File: config.mk
export PLATFORM = sky130hd
export DESIGN_NAME = serial_subtractor
export DESIGN_NICKNAME = d
export VERILOG_FILES = /design/src/rtl/serial_subtractor.sv
export SDC_FILE = /design/constraint.sdc
export NUM_CORES = 1
export LEC_CHECK = 0
export CAP_MARGIN = 20
export CORE_ASPECT_RATIO = 1.5
export CORE_MARGIN = 2
export CORE_UTILIZATION = 46
export DETAILED_ROUTE_END_ITERATION = 8
export MAX_ROUTING_LAYER = met4
export PLACE_DENSITY = 0.74
export SLEW_MARGIN = 20
export SYNTH_ARGS = -nofsm -noshare
export SYNTH_HDL_FRONTEND = slang
export SYNTH_SLANG_ARGS = --single-unit
export TNS_END_PERCENT = 30
File: constraint.sdc
create_clock -name clk -period 1.5 [get_ports clk]
set_input_delay 0.3 -clock clk [delete_from_list [all_inputs] [get_ports clk]]
set_output_delay 0.3 -clock clk [all_outputs]
set_load 0.01 [all_outputs]
File: src/rtl/serial_subtractor.sv
`default_nettype none
// =============================================================================
// Module   : serial_subtractor
// Brief    : Bit-serial two's-complement subtractor (a - b - bin), LSB first,
//            with a start/busy/done handshake and held, registered results.
// Revision : 1.0 - initial release
// =============================================================================
module serial_subtractor #(
  parameter int WIDTH = 8
) (
  input  logic             clk,
  input  logic             rst_n,
  input  logic             start,
  input  logic [WIDTH-1:0] a,
  input  logic [WIDTH-1:0] b,
  input  logic             bin,
  output logic             busy,
  output logic             done,
  output logic [WIDTH-1:0] diff,
  output logic             bout,
  output logic             ovf,
  output logic             zero
);

  localparam int            CW   = $clog2(WIDTH);
  localparam logic [CW-1:0] LAST = CW'(WIDTH - 1);

  typedef enum logic [1:0] {
    S_IDLE  = 2'd0,
    S_SHIFT = 2'd1,
    S_DONE  = 2'd2
  } state_t;

  state_t           state_q;
  logic [WIDTH-1:0] a_sr_q;
  logic [WIDTH-1:0] b_sr_q;
  logic [WIDTH-1:0] res_q;
  logic [WIDTH-1:0] res_d;
  logic [CW-1:0]    cnt_q;
  logic             br_q;
  logic             br_d;
  logic             d_bit;
  logic             a_msb_q;
  logic             b_msb_q;
  logic             x;
  logic             y;

  // One full-subtractor cell operating on the current LSBs.
  always_comb begin
    x     = a_sr_q[0];
    y     = b_sr_q[0];
    d_bit = x ^ y ^ br_q;
    br_d  = (~x & y) | (~(x ^ y) & br_q);
    res_d = {d_bit, res_q[WIDTH-1:1]};
  end

  always_ff @(posedge clk or negedge rst_n) begin
    if (!rst_n) begin
      state_q <= S_IDLE;
      a_sr_q  <= '0;
      b_sr_q  <= '0;
      res_q   <= '0;
      cnt_q   <= '0;
      br_q    <= 1'b0;
      a_msb_q <= 1'b0;
      b_msb_q <= 1'b0;
      busy    <= 1'b0;
      done    <= 1'b0;
      diff    <= '0;
      bout    <= 1'b0;
      ovf     <= 1'b0;
      zero    <= 1'b0;
    end else begin
      case (state_q)
        S_IDLE, S_DONE: begin
          done <= 1'b0;
          if (start) begin
            a_sr_q  <= a;
            b_sr_q  <= b;
            br_q    <= bin;
            a_msb_q <= a[WIDTH-1];
            b_msb_q <= b[WIDTH-1];
            cnt_q   <= '0;
            busy    <= 1'b1;
            state_q <= S_SHIFT;
          end else begin
            state_q <= S_IDLE;
          end
        end
        S_SHIFT: begin
          a_sr_q <= a_sr_q >> 1;
          b_sr_q <= b_sr_q >> 1;
          br_q   <= br_d;
          res_q  <= res_d;
          cnt_q  <= cnt_q + 1'b1;
          // Outputs are only ever written here, so partial results never show.
          if (cnt_q == LAST) begin
            diff    <= res_d;
            bout    <= br_d;
            ovf     <= (a_msb_q ^ b_msb_q) & (d_bit ^ a_msb_q);
            zero    <= (res_d == '0);
            busy    <= 1'b0;
            done    <= 1'b1;
            state_q <= S_DONE;
          end
        end
        default: begin
          busy    <= 1'b0;
          done    <= 1'b0;
          state_q <= S_IDLE;
        end
      endcase
    end
  end

endmodule
`default_nettype wire

---- Yosys cells after proc, flatten, opt, wreduce, memory -nomap -nowiden ----
Cells that the tools add are included.
word-level totals
  register bits after elaboration ......... 45
  output and inout bits ................... 13
operators by class
  add/subtract/negate cells ............... 1
  eq/ne operators ......................... 5
  muxes and demuxes ....................... 16
  bitwise operators ....................... 10
  reduce and logical (&&, ||, !) cells .... 8
operators with widths
  operator                                        number
  case mux 8 bit (2 select lines)                 2
  2-to-1 mux 8 bit                                2
  zero test 8 bit                                 1
  AND reduction 2 bit                             4
  2-to-1 mux 1 bit                                6
  case mux 3 bit (2 select lines)                 1
  != test 2 bit (second input constant)           2
  case mux 1 bit (2 select lines)                 2
  case mux 2 bit (2 select lines)                 1
  XOR 1 bit                                       4
  adder 3 x 1 -> 3 bit (second input constant)    1
  bitwise AND 1 bit                               3
  == test 3 bit (second input constant)           1
  2-to-1 mux 3 bit                                1
  == test 2 x 1 -> 1 bit (second input constant)  1
  == test 2 bit (second input constant)           1
  zero test 2 bit                                 1
  2-to-1 mux 2 bit                                1
  inverter 1 bit                                  2
  nonzero test 2 bit                              1
  OR reduction 2 bit                              1
  OR 1 bit                                        1

---- Longest topological paths before layout ----
  word-level depth ........................ 5
  depth in mapped cells ................... 6

---- Least setup slack after synthesis ----
OpenSTA, ideal clock, no wires.
  path kind ............................... register to register
  from .................................... reg cnt_q[0]
  to ...................................... reg diff[3]
  setup time .............................. 0.125 ns
  data arrival time ....................... 1.441 ns
  data required time ...................... 1.375 ns
  slack ................................... -0.066 ns
  stages on the path, launching flop included .. 6
  path buffers ............................ 1
  period minus slack after synthesis ...... 1.566 ns
  path through ............................ dfrtp_1 ha_1 ha_1 nand3b_2 buf_2 mux2_4
between the ends
  longest elaborated chain between the ends .. 2
RTL lines
  item                                  line  text
  from (decl)                           39    logic [CW-1:0] cnt_q;
  from (signal assigned)                95    cnt_q <= cnt_q + 1'b1;
  == test 3 bit                         97    if (cnt_q == LAST) begin
  AND reduction 2 bit (no source line)  --
  to (signal assigned)                  98    diff <= res_d;
  to (decl)                             19    output logic [WIDTH-1:0] diff,
No other way between the ends.
A chain may end at the register's enable or synchronous reset.

---- Worst setup path after layout ----
  from .................................... reg zero
  to ...................................... out zero
RTL lines
  item                    line  text
  from (decl)             22    output logic zero
  from (signal assigned)  101   zero <= (res_d == '0);
No word-level cell between the ends.

==> out/summary.txt <==
Outcome = completed
Final Max Slew Viols = 0
Setup violations, final = 0
Initial Utilization = 46.9%
Gate Count Post-Synth = 181
Total global routing overflow = 0
RSZ-0062 raised after global routing = yes
Register bit total from synthesis = 43
CP startpoint kind = flip-flop
Initial DRC count = 27
All-Layer GR Usage = 17.6%
Worst reg-to-reg setup slack = 0.04 ns
Die H = 81.1 um
DRT Pass-1 Iters = 4
Core footprint = 0.00389 mm^2
DIE WIDTH = 55.4 um
Seq/Total Area, Yosys = 59.0%
Worst EP required = 1.20 ns
Placed Cells = 263
Root cell of the clock tree = clkbuf_8
H-tree Lvls = 2
Clk buf depth = 2
First-pass GRT wire length = 5910 um
Clock slew at reported path FFs = 0.08 ns
Worst min-delay path category = in -> async
Final Power = 4970 uW
Crit path time final = 1.46 ns
Number of global-route vias before repair = 1,314
Crit-path cells = clkdlybuf4s50_1
Synth-to-layout area growth = 34.4%
Max VDD drop = 0.00130 V
Setup TNS = 0 ns
Syn Std Cell Area = 0.00182 mm^2
Largest net degree at the start of global routing = 27
CTS tree = yes
Clk sinks = 43
Initial antenna violation count = 0
Num ports = 33
DIE AREA = 0.00450 mm^2
Finished Layout Cells = 272
Final wirelength = 3350 um
Worst rel slew slack = 71.9%
Top delay family on crit path = buffers and inverters
Gpl congestion = 0.741
Share of cells above drive strength 1 = 16.7%
Num CTS Buffers = 5
Syn nets = 204
Via-per-instance ratio = 5.03
CP arrival = 1.16 ns
Actual slew at the worst max-slew pin = 0.421 ns
# DRC = 0
Pwr dens = 2030 mW/mm^2
Synth cell types = 25
Critical R2R Launch = b_sr_q[0]
N_diodes = 0
Rows = 28
Achievable Freq = 685 MHz
Vias = 1,369
Setup CP Type = reg -> out
Worst path max stage delay = 0.53 ns
Yosys warns = 0
Period utilization = 97.4%
WL/cell = 12.3 um
Nets@finish = 250
Clk_skew = 0.00373 ns
Antenna viol nets, final = 0
Final core utilization = 63.0%
Final Hold Violating Endpoints = 0
Max-cap viol count = 0
Crit path launch = zero
Crit end category = output port
Crit-path max FO = 2
Worst-skew pair later-pin latency = 0.29 ns
PortBufs = 32
CP max-delay cell = clkdlybuf4s50_1
Bufs and invs on worst path = 1
Number of fill cells = 316
Pleak = 0.00128 uW
Mean Syn Cell Area = 10.1 um^2
Final HPWL DP = 2340 um
==> through the flow <==
stage          hold slack, ns  setup slack [ns]  cell area [um^2]
6_report                0.472            0.0391              2450
5_1_grt                 0.508           -0.0233              2450
4_1_cts                 0.485          0.000859              2410
3_5_place_dp            0.265           -0.0776              2280
3_3_place_gp            0.261           -0.0696              2280
2_1_floorplan         0.00441            0.0105              1830
==> worst register-to-register path: stages, from the launching register on <==
cell	delay (ns)
dfrtp_1	0.40
inv_2	0.07
fa_2	0.48
and3b_1	0.21
a21oi_1	0.13
o21ai_1	0.07
==> repair_timing <==
item / CTS / global route
cloned: 0 / 0
setup buffers: 1 / 0
endpoints found under the setup margin: 2 / 26
hold buffers: 1 / 0
hold endpoints to repair: 17 / 0
resized for setup: 2 / 15
==> logic make-up (layout without fill, tap and decap cells) <==
| family | count (synthesis) | after routing | share of synthesized area (%) |
|---|---|---|---|
| simple gates | 88 | 88 | 19.8 |
| flops | 43 | 43 | 59.0 |
| compound gates | 26 | 26 | 9.19 |
| buf+inv | 13 | 59 | 3.98 |
| mux | 8 | 8 | 5.56 |
| fa+ha+maj | 3 | 3 | 2.47 |
==> power breakdown <==
group,switching (uW),internal [uW],leakage [uW]
clock,368,488,0.0000513
combinational,1000,1080,0.000707
sequential,342,1690,0.000525
==> layer usage <==
metal  GRT usage [%]  vias to the layer above  part of all wire, %
li1                -                      688                    -
met1            20.3                      653                   44
met2            29.5                       24                   50
met3            3.82                        4                  3.3
met4            8.05                        0                  2.1
met5               -                        -                    0
==> placed cells by master, fill, tap and decap left out, drive strengths merged <==
cell,count
nor4,2
a21oi,1
a22o,4
nand3b,1
dlygate4sd3,1
inv,3
buf,17
nand2,60
ha,2
fa,1
dlygate4sd2,1
o21ai,6
dfrtp,43
mux2,8
a221o,1
and3b,1
bufinv,1
nand2b,2
nand3,1
nor2,19
a31oi,14
clkbuf,6
clkdlybuf4s50,20
nor2b,2
dlymetal6s2s,10
==> area by class of cell <==
class | instances | area [um^2] | area share (%)
flip-flops and latches | 43 | 1080 | 43.9
multi-input cells | 125 | 698 | 28.5
repair buffers | 49 | 507 | 20.7
clock buffers | 6 | 72.6 | 2.96
well taps | 45 | 56.3 | 2.30
clock inverters | 1 | 30.0 | 1.23
inverters | 3 | 11.3 | 0.459
==> cell usage after synthesis <==
cell | n | area [um^2]
clkbuf_1 | 2 | 7.51
nand2b_1 | 2 | 12.5
o21ai_1 | 4 | 20.0
inv_1 | 3 | 11.3
and3b_1 | 1 | 8.76
mux2_2 | 5 | 56.3
buf_2 | 4 | 20.0
a22o_1 | 4 | 35.0
a221o_1 | 1 | 10.0
nor4_1 | 2 | 12.5
nor2b_1 | 2 | 12.5
ha_1 | 2 | 25.0
buf_4 | 3 | 22.5
nor2_1 | 18 | 67.6
nor2_2 | 1 | 6.26
nand3b_2 | 1 | 11.3
a31oi_1 | 14 | 87.6
buf_6 | 1 | 11.3
nand3_1 | 1 | 5.00
o21ai_0 | 2 | 10.0
a21oi_1 | 1 | 5.00
dfrtp_1 | 43 | 1080
mux2_4 | 3 | 45.0
nand2_1 | 60 | 225
fa_1 | 1 | 20.0
==> path summary, 6_finish.rpt <==
kind / to / cells past startpoint
worst min-delay path: diff[7] / 2
worst max register to register: ovf / 5
worst max-delay path: zero / 1
worst min register to register: zero / 2
max in group asynchronous: a_sr_q[4] / 3
min in group clk: zero / 2
==> state kept, by name (all words and copies together), names as in the netlist <==
name and cells:
ovf 1, busy 1, bout 1, state_q 1, diff 8, br_q 1, res_q 7, cnt_q 3
b_sr_q 8, a_msb_q 1, zero 1, b_msb_q 1, a_sr_q 8, done 1
Power figures use the tool's default switching activity.
